$ cat config.mk
export PLATFORM = sky130hd
export DESIGN_NAME = result_serializer
export DESIGN_NICKNAME = d
export VERILOG_FILES = /design/src/rtl/result_serializer.sv
export SDC_FILE = /design/constraint.sdc
export NUM_CORES = 1
export LEC_CHECK = 0
export CAP_MARGIN = 0
export CORE_MARGIN = 2
export CORE_UTILIZATION = 24
export DETAILED_ROUTE_END_ITERATION = 7
export GPL_ROUTABILITY_DRIVEN = 0
export SYNTH_ARGS = -nofsm -noshare
export SYNTH_HDL_FRONTEND = slang
export SYNTH_SLANG_ARGS = --single-unit
$ cat constraint.sdc
create_clock -name clk -period 9.3 [get_ports clk]
set_input_delay 1.395 -clock clk [delete_from_list [all_inputs] [get_ports clk]]
set_output_delay 1.395 -clock clk [all_outputs]
set_load 0.02 [all_outputs]
$ cat src/rtl/result_serializer.sv
`default_nettype none
// ============================================================================
// Module  : result_serializer
// Brief   : Queues wide result words in a FIFO and streams them out bytewise
//           to a UART transmitter using a start/busy handshake.
// Revision: 1.0 - initial release
// ============================================================================
module result_serializer #(
    parameter int DATA_W    = 64,
    parameter int DEPTH     = 4,
    parameter int LSB_FIRST = 1
) (
    input  logic              clk,
    input  logic              rst,
    input  logic [DATA_W-1:0] data_in,
    input  logic              w_en,
    output logic              full,
    output logic              empty,
    output logic [7:0]        tx_data,
    output logic              tx_start,
    input  logic              tx_busy,
    output logic              idle,
    output logic              overflow,
    output logic [15:0]       sent_words
);

    localparam int c_aw = $clog2(DEPTH);
    localparam int c_nb = DATA_W / 8;
    localparam int c_iw = (c_nb > 1) ? $clog2(c_nb) : 1;

    localparam logic [1:0] c_s_idle = 2'd0;
    localparam logic [1:0] c_s_send = 2'd1;
    localparam logic [1:0] c_s_hold = 2'd2;
    localparam logic [1:0] c_s_wait = 2'd3;

    logic [DATA_W-1:0] r_mem [DEPTH];
    logic [c_aw-1:0]   r_wr_ptr;
    logic [c_aw-1:0]   r_rd_ptr;
    logic [c_aw:0]     r_count;
    logic [c_aw:0]     w_count_next;
    logic [1:0]        r_state;
    logic [1:0]        w_state_next;
    logic [DATA_W-1:0] r_shift;
    logic [c_iw-1:0]   r_byte_idx;
    logic              w_pop;
    logic              w_push;
    logic              w_last;
    logic [DATA_W-1:0] w_head;
    logic [7:0]        w_head_byte;
    logic [DATA_W-1:0] w_head_rest;
    logic [7:0]        w_cur_byte;
    logic [DATA_W-1:0] w_cur_rest;

    assign w_head = r_mem[r_rd_ptr];
    assign w_pop  = (r_state == c_s_idle) && !empty;
    // A pop in the same cycle frees a slot, so a write into a full FIFO is still accepted.
    assign w_push = w_en && (!full || w_pop);
    assign w_last = (r_byte_idx == c_iw'(c_nb - 1));

    generate
        if (LSB_FIRST != 0) begin : g_lsb_first
            assign w_head_byte = w_head[7:0];
            assign w_head_rest = w_head >> 8;
            assign w_cur_byte  = r_shift[7:0];
            assign w_cur_rest  = r_shift >> 8;
        end else begin : g_msb_first
            assign w_head_byte = w_head[DATA_W-1 -: 8];
            assign w_head_rest = w_head << 8;
            assign w_cur_byte  = r_shift[DATA_W-1 -: 8];
            assign w_cur_rest  = r_shift << 8;
        end
    endgenerate

    always_comb begin
        w_count_next = r_count;
        case ({w_push, w_pop})
            2'b10:   w_count_next = r_count + (c_aw+1)'(1);
            2'b01:   w_count_next = r_count - (c_aw+1)'(1);
            default: w_count_next = r_count;
        endcase
    end

    always_ff @(posedge clk) begin
        if (w_push) begin
            r_mem[r_wr_ptr] <= data_in;
        end
    end

    always_ff @(posedge clk or posedge rst) begin
        if (rst) begin
            r_wr_ptr <= '0;
            r_rd_ptr <= '0;
            r_count  <= '0;
            full     <= 1'b0;
            empty    <= 1'b1;
            overflow <= 1'b0;
        end else begin
            if (w_push) r_wr_ptr <= r_wr_ptr + c_aw'(1);
            if (w_pop)  r_rd_ptr <= r_rd_ptr + c_aw'(1);
            r_count <= w_count_next;
            full    <= (w_count_next == (c_aw+1)'(DEPTH));
            empty   <= (w_count_next == '0);
            if (w_en && full && !w_pop) overflow <= 1'b1;
        end
    end

    always_ff @(posedge clk or posedge rst) begin
        if (rst) begin
            r_state <= c_s_idle;
        end else begin
            r_state <= w_state_next;
        end
    end

    always_comb begin
        w_state_next = r_state;
        case (r_state)
            c_s_idle: if (!empty)  w_state_next = c_s_send;
            c_s_send: if (!tx_busy) w_state_next = c_s_hold;
            c_s_hold: w_state_next = c_s_wait;
            c_s_wait: if (!tx_busy) w_state_next = w_last ? c_s_idle : c_s_send;
            default:  w_state_next = c_s_idle;
        endcase
    end

    always_comb begin
        tx_start = (r_state == c_s_send) && !tx_busy;
        idle     = empty && (r_state == c_s_idle);
    end

    // tx_data is loaded only when entering SEND, so it stays stable through HOLD and WAIT.
    always_ff @(posedge clk or posedge rst) begin
        if (rst) begin
            r_shift    <= '0;
            r_byte_idx <= '0;
            tx_data    <= 8'h00;
            sent_words <= 16'h0000;
        end else begin
            if (w_pop) begin
                tx_data    <= w_head_byte;
                r_shift    <= w_head_rest;
                r_byte_idx <= '0;
            end else if ((r_state == c_s_wait) && !tx_busy) begin
                if (w_last) begin
                    sent_words <= sent_words + 16'd1;
                end else begin
                    tx_data    <= w_cur_byte;
                    r_shift    <= w_cur_rest;
                    r_byte_idx <= r_byte_idx + c_iw'(1);
                end
            end
        end
    end

endmodule
`default_nettype wire

# == Word-level counts from Yosys, hierarchy flattened ==
# Memories as Yosys holds them, arrays and structs flattened.
# Cells that the tools add are included.
# word_totals
mem_count,1
input_bits,68
ram_bits,256
ff_bits,103
# memory_table
memory,words,width,rd,rd_clocked_by_memory_dff,write_ports,line_no,rtl
r_mem,4,64,1,0,1,36,logic [DATA_W-1:0] r_mem [DEPTH];
# classes
bitwise_logic,1
add_sub_neg,6
muxes,17
reduce_logical,18
n_eq_ne,11
# op_table
cell,count
$mux W64,3
$mux W8,3
$add A16 B1 Y16 const B,1
$mux W3,3
$ne A2 B2 Y1 const B,4
$pmux W2 S4,1
$logic_and A1 B1 Y1,7
$add A3 B1 Y3 const B,2
$eq A2 B2 Y1 const B,3
$eq A3 B3 Y1 const B,2
$mux W2,3
$pmux W3 S2,1
$reduce_and A3 Y1,2
$add A2 B1 Y2 const B,2
$eq A2 B1 Y1 const B,2
$logic_not A1 Y1,4
$logic_not A3 Y1,1
$mux W1,3
$sub A3 B1 Y3 const B,1
$logic_not A2 Y1,1
$reduce_and A2 Y1,1
$reduce_bool A2 Y1,1
$logic_or A1 B1 Y1,1
$not A1 Y1,1

# == Longest topological paths before layout ==
# Gate-level depths: netlist of run 1.
# depth
word_depth,7
ltp_mapped,13
ltp_nobuf,12

# == Least setup slack after synthesis of run 1 ==
# No wires, ideal clock.
# synth_timing
kind,input-to-reg
startpoint,input w_en
endpoint,"memory r_mem[0][0], enable pin"
required_time_ns,8.871
path_stages,2
setup_slack_ns,5.546
setup_time_ns,0.429
arrival_time_ns,3.325
path_buffers,0
cell_sequence,a21boi_1 and2_1
# synth_between
elab_chain_len,3
# synth_lines
item,line_no,rtl
from (decl),16,"input logic w_en,"
$logic_and A1 B1 Y1,57,assign w_push = w_en && (!full || w_pop);
$mux W1,84,if (w_push) begin
$mux W1 (not written as such),85,r_mem[r_wr_ptr] <= data_in;
to (decl),36,
# Every way passes these cells.

# == Worst setup path after layout of run 1 ==
# layout_timing
startpoint,input tx_busy
endpoint,output tx_start
# layout_between
elab_chain_len,2
# layout_lines
item,line_no,rtl
from (decl),21,"input logic tx_busy,"
$logic_not A1 Y1,127,tx_start = (r_state == c_s_send) && !tx_busy;
$logic_and A1 B1 Y1,127,
to (decl),20,"output logic tx_start,"
# Every way passes these cells.

==> results.txt, run 1 <==
----------------------------------------------------
[Logic synthesis]
  Area of the mapped netlist ... roughly 0.014 sq mm
  Flops & latches, synth ... roughly 350
  Synthesized net count ... just over 800
  Library cells used by synthesis ... 38
  Average cell area after synthesis ... around 18 sq um
  Most used flip-flop cell after synthesis ... sky130_fd_sc_hd__edfxtp_1
  Number of warning messages in the yosys log ... 0
  Asr flop ratio synth ... 0.271
  Mapped Cells ... approximately 750
  Sequential element share of the synthesized area ... 0.736
  Number of flops mapped to enable cells by yosys ... approximately 260

[Timing]
  Pin slew with the least headroom to its limit ... ~1.1 ns
  WHS ... about 0.46 ns
  Min Tclk post-route ... ~4.0 ns
  Unrepaired setup endpoints after global routing ... no
  Total count of hold-check failures in the final report ... 0
  Final clock skew ... approximately 0.02 ns
  Share of the clock period used by the worst path ... 0.431
  Fin. max-slew vios ... 0
  Maximum clock rate ... about 250 MHz
  Final setup fails ... 0
  Headroom to the max-slew limit ... 0.291
  Post-Route Setup TNS ... 0 ns
  Setup slack of the critical path after layout ... 5.29 ns

[Critical path]
  Kind of capture point of the worst setup path ... output port
  Source of the critical timing path ... tx_busy
  Crit-path max FO ... 5
  Data required time at the worst endpoint ... slightly below 8 ns
  Worst path cell trace ... clkdlybuf4s50_1 -> nor2b_1 -> clkdlybuf4s50_1
  Worst flop-to-flop path startpoint ... r_state[1]
  Worst Reg-to-Reg Cells ... 6
  Timing endpoint of the critical path ... tx_start
  Worst Setup Path Type ... primary input to output port
  Nature of the critical path startpoint ... primary input
  Critical Path Stages ... 3
  Cell repeated most along the worst path ... sky130_fd_sc_hd__clkdlybuf4s50_1
  Max stage delay on crit path ... ~0.6 ns
  CP Data Arrival Time ... 2.61 ns
  Reg-to-Reg End ... r_mem[3][62]
  Setup slack on the worst flop-to-flop path ... 6.33 ns
  Cell type of the slowest stage on the worst timing path ... sky130_fd_sc_hd__clkdlybuf4s50_1
  Top cell family by delay on the critical path ... buffers and inverters
  CP Buf/Inv Count ... 2

[Finish]
  Relative area change from synthesis to final layout ... 21.2%
  Fraction of layout instances using a drive strength above 1 ... 0.163
  Total number of nets in the final design ... 939
  Layout Utilization ... 0.294
  # fillers ... approximately 5600
  Cell Count, Final, Fillers Out ... 1644

[Placed design]
  Number of placed instances with taps included ... about 1600
  Estimated wirelength of the detail-placed design ... roughly 17000 um
  Post-Place Worst Slack ... around 5.3 ns
  IO buf count ... 96

[Power and ir drop]
  Share of power burned in combinational logic ... 0.254
  Flop pwr share ... 0.469
  Worst VDD drop ... 0.125 mV
  Internal Dissipation ... 3.49 mW
  P_leak ... between 5 and 6 nW
  Clock share of power ... 0.278
  Switching share of power ... 0.299
  Ratio of total power to cell area ... 300 mW/mm^2
  Switching power of the nets ... roughly 1.5 mW

[CTS]
  Buffers inserted during post-CTS setup optimization ... 0
  # clock sinks ... 351
  CTS max path bufs ... 3
  Maximum level of the CTS H-tree ... 2
  CTS tree ... built
  Clk pin slew, worst setup/hold paths ... ~0.060 ns
  Cell at the root of the clock tree ... sky130_fd_sc_hd__clkbuf_16
  Cts-stage hold buffer count ... 0
  Post-CTS resize count ... 0
  TritonCTS Buffers ... 38
  Clock insertion delay at the later pin of the skew report ... about 0.52 ns

[Run]
  Max-cap violation count ... 0

[Global routing]
  Number of global-route vias before repair ... ~7100
  Initial antenna violation count ... 6
  Total global routing track utilization ... 0.0960
  Total overflow reported by the global router ... 0
  Pin count of the biggest net entering global routing ... 94
  Global-route wire length before repair ... 43400 um

[Floorplan]
  IO Count ... 97
  Placeable core area ... approximately 0.056 sq mm
  Height of the chip ... between 200 and 250 um
  Starting Density ... 0.243
  Die ar. ... just under 0.06 sq mm
  Die Width ... 243 um
  Row count ... between 80 and 90

[Route]
  Number of iterations in the first detailed-routing pass ... 6
  Via density per instance ... roughly 4.1
  First-iteration detailed-routing DRC count ... between 400 and 500
  Total wire length after detailed routing ... 28400 um
  Via count ... a little under 7000
  DRT antenna net count ... 0
  Remaining design rule violation count ... 0
  Average wire per cell in the routed design ... 17.3 um

[Outcome]
  Outcome ... complete, no violations

[Min path]
  Tightest Hold Check Type ... flip-flop to flip-flop

----------------------------------------------------
cell usage in the layout (no fill, tap or decap), drive strengths merged, types with 3 or more instances in the layout:
cell,n
ha,12
buf,9
mux2i,58
and3,3
clkinv,12
nand2b,3
nand4,4
xor2,11
nor2b,4
clkbuf,56
xnor2,11
clkdlybuf4s50,96
inv,11
nand2,80
edfxtp,256
nor2,12
and2,5
mux4,64
dfrtp,94
nand3,3
o21ai,67
power by group through the flow:
| stage | registers, mW | clock network [mW] | logic (mW) |
|---|---|---|---|
| after floorplan | 2.25 | 0 | 1.01 |
| after global placement | 2.36 | 0 | 1.27 |
| after detailed placement | 2.37 | 0 | 1.31 |
| after CTS | 2.34 | 1.42 | 1.31 |
| after global routing | 2.38 | 1.49 | 1.41 |
| final | 2.33 | 1.38 | 1.26 |
sequential cells by signal (all words and copies together), names as in the netlist, 2 cells and up:
signal / flops
r_mem: 256
r_shift: 56
sent_words: 16
tx_data: 8
r_byte_idx: 3
r_count: 3
r_rd_ptr: 2
r_state: 2
r_wr_ptr: 2
cell usage after synthesis, types with 9 or more instances:
master,n,share of area
sky130_fd_sc_hd__edfxtp_1,256,0.56
sky130_fd_sc_hd__dfrtp_1,94,0.17
sky130_fd_sc_hd__nand2_1,80,0.022
sky130_fd_sc_hd__mux4_2,64,0.11
sky130_fd_sc_hd__mux2i_1,58,0.042
sky130_fd_sc_hd__o21ai_0,39,0.014
sky130_fd_sc_hd__o21ai_1,28,0.010
sky130_fd_sc_hd__buf_2,12,0.0044
sky130_fd_sc_hd__ha_1,12,0.011
sky130_fd_sc_hd__nor2_1,11,0.0030
sky130_fd_sc_hd__xnor2_1,11,0.0070
sky130_fd_sc_hd__xor2_1,11,0.0070
sky130_fd_sc_hd__clkbuf_1,10,0.0027
sky130_fd_sc_hd__inv_1,9,0.0025
stage by stage:
stage	power (mW)	area, sq um
floorplan	3.27	13700
detailed placement	3.68	15400
finish	4.97	16600
CTS	5.07	16600
global route	5.28	16600
global placement	3.63	15400
metal layers:
metal / vias to the layer above / wire length [um] / track usage
met1: 3493 / 12500 / 0.126
li1: 3099 / - / -
met2: 139 / 13500 / 0.154
met3: 52 / 1840 / 0.0304
met4: 12 / 502 / 0.0236
met5: - / 80 / 0
cell type report:
class / instances / area, sq um / share of cell area
antenna: 1 / 2.50 / 0.000151
clock inverter: 13 / 71.3 / 0.00430
timing repair buffer: 105 / 1030 / 0.0620
inverter: 10 / 41.3 / 0.00249
multi-input combinational: 352 / 3360 / 0.203
tap: 756 / 946 / 0.0570
sequential: 351 / 10100 / 0.607
clock buffer: 56 / 1070 / 0.0645
kinds of logic after synthesis:
group	after synthesis	synth area share
AND/OR/NAND/NOR	122	0.0426
flip-flops	351	0.736
multiplexers	124	0.149
adder cells (fa/ha/maj)	13	0.0124
XOR/XNOR	22	0.0141
AO/OA/AOI/OAI	71	0.0268
buffers and inverters	46	0.0192
how the worst min path moves through the flow:
stage / cells past startpoint / to / startpoint / slack [ns]
after global placement: 1 / overflow / overflow / 0.45
after CTS: 1 / sent_words[15] / sent_words[15] / 0.47
after detailed placement: 1 / sent_words[15] / sent_words[15] / 0.46
after floorplan: 1 / r_count[2] / r_count[2] / 0.45
after global routing: 1 / overflow / overflow / 0.49
final: 1 / sent_words[15] / sent_words[15] / 0.46
(Power assumes the default switching activity.)
==> run 2, diff against run 1 <==
- clock period: 9.3 -> 4.2 ns (I/O delays scaled with it)
==> run 2 against run 1 <==
Against the previous run:
- via count shrank 0.81%
- critical path depth grew 3
- power grew 130%
- routed wire length shrank 1.0%
- global-route usage is essentially flat
- die area is the same
- clock skew shrank 0.0016 ns
- flip-flop and latch count is the same
- clock-buffer cell count shrank 4
- sequential share of layout area shrank 0.96 points
- largest power group unchanged
==> results.txt, run 2 (synthesis results as in run 1) <==
----------------------------------------------------
[Critical path]
  Worst Setup Path Type ... flip-flop to flip-flop
  Worst Reg-to-Reg Cells ... 6
  Source of the critical timing path ... r_state[0]
  Data required time at the worst endpoint ... about 4.4 ns
  Crit-path max FO ... 21
  CP Data Arrival Time ... 3.12 ns
  Nature of the critical path startpoint ... flip-flop
  Setup slack on the worst flop-to-flop path ... ~1.3 ns
  Kind of capture point of the worst setup path ... flip-flop
  Worst flop-to-flop path startpoint ... r_state[0]

[Timing]
  Total count of hold-check failures in the final report ... 0
  Final clock skew ... 0.0189 ns
  Share of the clock period used by the worst path ... 0.688
  WHS ... approximately 0.46 ns
  Pin slew with the least headroom to its limit ... around 0.85 ns
  Min Tclk post-route ... between 2 and 3 ns
  Setup slack of the critical path after layout ... between 1 and 1.5 ns
  Fin. max-slew vios ... 0
  Maximum clock rate ... 346 MHz
  Headroom to the max-slew limit ... 0.431
  Post-Route Setup TNS ... 0 ns
  Final setup fails ... 0
  Unrepaired setup endpoints after global routing ... no

[Floorplan]
  Die ar. ... a little under 0.06 sq mm
  Die Width ... between 200 and 250 um
  IO Count ... 97
  Row count ... between 80 and 90
  Height of the chip ... between 200 and 250 um
  Starting Density ... 0.243
  Placeable core area ... 0.0564 sq mm

[Finish]
  Max reg flops ... approximately 260
  Register name with the most flops ... r_mem
  Commonest cells after routing, fill and taps aside ... sky130_fd_sc_hd__edfxtp_1 (256), sky130_fd_sc_hd__clkdlybuf4s50_1 (96), sky130_fd_sc_hd__dfrtp_1 (92)
  Biggest registers after layout ... r_mem (256), r_shift (56), sent_words (16)
  Fraction of layout instances using a drive strength above 1 ... 0.170
  Relative area change from synthesis to final layout ... 23.2%
  Total number of nets in the final design ... approximately 950
  Most common cell after layout, fill and taps aside ... sky130_fd_sc_hd__edfxtp_1

[CTS]
  Buffers inserted during post-CTS setup optimization ... 0
  CTS tree ... built
  Cts-stage hold buffer count ... 0
  CTS max path bufs ... 3
  Post-CTS resize count ... 0
  Cell at the root of the clock tree ... sky130_fd_sc_hd__clkbuf_16
  TritonCTS Buffers ... 38
  Clk pin slew, worst setup/hold paths ... about 0.06 ns
  # clock sinks ... between 300 and 400
  Maximum level of the CTS H-tree ... 2
  Clock insertion delay at the later pin of the skew report ... roughly 0.54 ns

[Placed design]
  IO buf count ... between 90 and 100
  Estimated wirelength of the detail-placed design ... around 18000 um
  Post-Place Worst Slack ... around 1.1 ns

[Route]
  Number of iterations in the first detailed-routing pass ... 4
  Via density per instance ... 4.08
  Remaining design rule violation count ... 0
  Via count ... around 6700
  DRT antenna net count ... 0
  Total wire length after detailed routing ... 28100 um
  Average wire per cell in the routed design ... 17.0 um
  First-iteration detailed-routing DRC count ... roughly 430

[Global routing]
  Pin count of the biggest net entering global routing ... slightly above 70
  Number of global-route vias before repair ... 7095
  Initial antenna violation count ... 3
  Total global routing track utilization ... 0.0962
  Total overflow reported by the global router ... 0
  Global-route wire length before repair ... 43300 um

[Power and ir drop]
  P_leak ... just under 6 nW
  Ratio of total power to cell area ... between 600 and 700 mW/mm^2
  Worst VDD drop ... about 0.28 mV

[Min path]
  Tightest Hold Check Type ... flip-flop to flip-flop
  Critical hold path startpoint ... sent_words[15]
  Worst hold path stage count ... 1

[Run]
  Max-cap violation count ... 0

[Outcome]
  Outcome ... complete, no violations

----------------------------------------------------
-- run 2: cell count changes in the layout (fill, tap and decap cells not counted), moves of 2 or more --
cell                         previous run  this run
sky130_fd_sc_hd__bufinv_16              0         5
sky130_fd_sc_hd__clkbuf_16             39        41
sky130_fd_sc_hd__buf_12                 0         6
sky130_fd_sc_hd__clkinvlp_4             0         2
sky130_fd_sc_hd__clkbuf_8               3         0
sky130_fd_sc_hd__clkinv_1               1         4
sky130_fd_sc_hd__clkbuf_1              14        11
sky130_fd_sc_hd__clkinv_2              11         6
-- run 2: through the flow --
stage | cells | instance area (sq um) | power [mW] | util
floorplan | 749 | 13700 | 7.24 | -
global placement | 1581 | 15600 | 8.12 | 0.276
detailed placement | 1581 | 15600 | 8.20 | 0.276
CTS | 1650 | 16900 | 11.6 | 0.299
global route | 1650 | 16900 | 12.1 | 0.299
finish | 1651 | 16900 | 11.4 | 0.299
-- run 2: final timing paths --
kind	to
max in group asynchronous	r_rd_ptr[1]
worst min register to register	sent_words[15]
worst max-delay path	r_mem[3][56]
worst max register to register	r_mem[3][56]
min in group asynchronous	overflow
worst min-delay path	sent_words[15]
-- run 2: power breakdown --
| group | internal (mW) | switching, mW | total, mW |
|---|---|---|---|
| clock | 2.09 | 1.30 | 3.39 |
| sequential | 4.64 | 0.510 | 5.15 |
| combinational | 1.36 | 1.52 | 2.88 |
| total | 8.09 | 3.33 | 11.4 |
-- run 2: worst max-delay path, cell delays in order, from the launching register on --
cell	delay [ns]
sky130_fd_sc_hd__dfrtp_1	0.42
sky130_fd_sc_hd__inv_1	0.10
sky130_fd_sc_hd__ha_1	0.21
sky130_fd_sc_hd__nand2b_4	0.17
sky130_fd_sc_hd__a21boi_1	0.59
sky130_fd_sc_hd__and2_2	0.70
sky130_fd_sc_hd__buf_4	0.37
-- run 2: per-layer routing --
layer | up-vias | global-route usage | wire, um
li1 | 3118 | - | -
met1 | 3450 | 0.127 | 12800
met2 | 127 | 0.153 | 13100
met3 | 39 | 0.0316 | 1650
met4 | 6 | 0.0238 | 501
met5 | - | 0 | 36
-- run 2: layout make-up --
type,instances,area (sq um)
diodes,1,2.50
clock buffers,52,1070
clock inverters,17,214
fillers,5570,39500
inverters,10,41.3
multi-input cells,352,3360
flip-flops and latches,351,10100
well taps,756,946
repair buffers,112,1160
==> run 3, diff against run 2 <==
- clock period: 4.2 -> 2.9 ns (I/O delays scaled with it)
==> run 3 against run 2 <==
Against the previous run:
- clock-buffer cell count did not move
- largest cell class unchanged
- clock skew fell by 0.0034 ns
- global-route usage rose by 0.13 points
==> results.txt, run 3 (synthesis results as in run 1) <==
----------------------------------------------------
[Outcome]
  Outcome ... complete, no violations

[Critical path]
  Critical Path Stages ... 12
  Worst path cell trace ... inv_1 -> ha_1 -> nand2b_4 -> a21boi_1 -> inv_1 -> ha_1 -> inv_1 -> fa_1 -> xor2_1 -> nor2_1 -> xor2_1 -> nor2b_1
  Crit-path max FO ... 14
  Worst Setup Path Type ... flip-flop to flip-flop
  Kind of capture point of the worst setup path ... flip-flop
  Worst Reg-to-Reg Cells ... 12
  CP Buf/Inv Count ... 3
  CP Data Arrival Time ... 2.95 ns
  Cell type of the slowest stage on the worst timing path ... sky130_fd_sc_hd__dfrtp_1
  Nature of the critical path startpoint ... flip-flop
  Data required time at the worst endpoint ... 3.35 ns
  Max stage delay on crit path ... between 0.4 and 0.5 ns
  Top cell family by delay on the critical path ... adder cells
  Cell repeated most along the worst path ... sky130_fd_sc_hd__inv_1

[Floorplan]
  Die Width ... 243 um
  IO Count ... 97
  Starting Density ... 0.243
  Placeable core area ... about 0.056 sq mm
  Height of the chip ... 243 um
  Row count ... a little under 90
  Die ar. ... 0.0589 sq mm

[CTS]
  # clock sinks ... about 350
  Maximum level of the CTS H-tree ... 2
  Clock insertion delay at the later pin of the skew report ... roughly 0.53 ns
  TritonCTS Buffers ... 39
  Buffers inserted during post-CTS setup optimization ... 0
  Cts-stage hold buffer count ... 0
  CTS tree ... built
  Cell at the root of the clock tree ... sky130_fd_sc_hd__clkbuf_16
  CTS max path bufs ... 3
  Post-CTS resize count ... 0
  Clk pin slew, worst setup/hold paths ... ~0.06 ns

[Route]
  Number of iterations in the first detailed-routing pass ... 7
  Remaining design rule violation count ... 0
  Via count ... roughly 6800
  First-iteration detailed-routing DRC count ... roughly 450
  Average wire per cell in the routed design ... approximately 17 um
  DRT antenna net count ... 0
  Via density per instance ... between 4 and 5
  Total wire length after detailed routing ... ~28000 um

[Global routing]
  Number of global-route vias before repair ... 7154
  Initial antenna violation count ... 6
  Pin count of the biggest net entering global routing ... 129
  Total overflow reported by the global router ... 0
  Global-route wire length before repair ... around 44000 um
  Total global routing track utilization ... 0.0975

[Placed design]
  Number of placed instances with taps included ... roughly 1600
  Post-DP Area ... ~0.016 sq mm
  IO buf count ... 96
  Estimated wirelength of the detail-placed design ... ~18000 um

[Finish]
  Cell Count, Final, Fillers Out ... ~1700
  Biggest registers after layout ... r_mem (256), r_shift (56), sent_words (16)
  Total number of nets in the final design ... between 900 and 1000
  Fraction of layout instances using a drive strength above 1 ... 0.173
  Commonest cells after routing, fill and taps aside ... sky130_fd_sc_hd__edfxtp_1 (256), sky130_fd_sc_hd__clkdlybuf4s50_1 (96), sky130_fd_sc_hd__dfrtp_1 (92)
  Final std cell area, no fill ... ~0.017 sq mm
  Relative area change from synthesis to final layout ... 23.6%
  Register name with the most flops ... r_mem
  Most common cell after layout, fill and taps aside ... sky130_fd_sc_hd__edfxtp_1
  Max reg flops ... ~260

[Timing]
  Headroom to the max-slew limit ... 0.623
  Maximum clock rate ... approximately 400 MHz
  WHS ... 0.209 ns
  Min Tclk post-route ... 2.50 ns
  Final clock skew ... 0.0155 ns
  Total count of hold-check failures in the final report ... 0
  Share of the clock period used by the worst path ... 0.862
  Pin slew with the least headroom to its limit ... between 0.5 and 0.6 ns
  Final setup fails ... 0
  Post-Route Setup TNS ... 0 ns
  Unrepaired setup endpoints after global routing ... no
  Fin. max-slew vios ... 0

[Power and ir drop]
  Ratio of total power to cell area ... roughly 1000 mW/mm^2
  Worst VDD drop ... around 0.5 mV
  P_leak ... 5.78 nW

[Run]
  Max-cap violation count ... 0

[Min path]
  Tightest Hold Check Type ... primary input to async pin

----------------------------------------------------
==> run 3: cell count changes in the layout (fill, tap and decap cells not counted), sizes merged <==
| cell | before | now |
|---|---|---|
| buf | 16 | 17 |
| bufinv | 5 | 4 |
| clkinv | 10 | 13 |
| clkinvlp | 2 | 3 |
==> run 3: where the power goes <==
part           internal [mW]  leakage (nW)  switching, mW
combinational           2.04          1.62           2.37
clock                   2.96         0.622           1.92
sequential              6.73          3.54          0.594
==> run 3: routing by layer <==
layer | track usage | share of wire | up-vias
met4 | 0.0272 | 0.018 | 10
li1 | - | - | 3126
met2 | 0.157 | 0.47 | 135
met1 | 0.127 | 0.45 | 3481
met5 | 0 | 0.0024 | -
met3 | 0.0291 | 0.058 | 53
==> run 3: through the flow <==
| stage | total power [mW] | worst slack [ns] | utilization |
|---|---|---|---|
| 2_1_floorplan | 10.5 | 0.328 | - |
| 3_3_place_gp | 11.9 | 0.427 | 0.277 |
| 3_5_place_dp | 12.0 | 0.379 | 0.277 |
| 4_1_cts | 17.0 | 0.362 | 0.300 |
| 5_1_grt | 17.6 | 0.138 | 0.300 |
| 6_report | 16.6 | 0.402 | 0.300 |
==> run 3: worst register-to-register path: cells and delay by family, from the launching register on <==
family          cells  cell delay, ns
compound gates      1            0.14
simple gates        3            0.47
fa+ha+maj           3            0.81
flops               1            0.41
buf+inv             3            0.22
xor+xnor            2            0.39
==> run 3: final cells by class <==
| type | count | area (sq um) |
|---|---|---|
| Fill cell | 5611 | 39500 |
| Clock inverter | 20 | 214 |
| Inverter | 10 | 43.8 |
| Tap cell | 756 | 946 |
| Antenna cell | 1 | 2.50 |
| Timing Repair Buffer | 113 | 1210 |
| Clock buffer | 52 | 1070 |
| Multi-Input combinational cell | 352 | 3360 |
| Sequential cell | 351 | 10100 |
==> run 3: worst paths after layout <==
path | start | endpoint | slack (ns)
min reg2reg | overflow | overflow | 0.46
min in group clk | overflow | overflow | 0.46
max | r_state[0] | full | 0.40
min | rst | full | 0.21
max in group asynchronous | rst | r_rd_ptr[0] | 1.87
max reg2reg | r_state[0] | full | 0.40
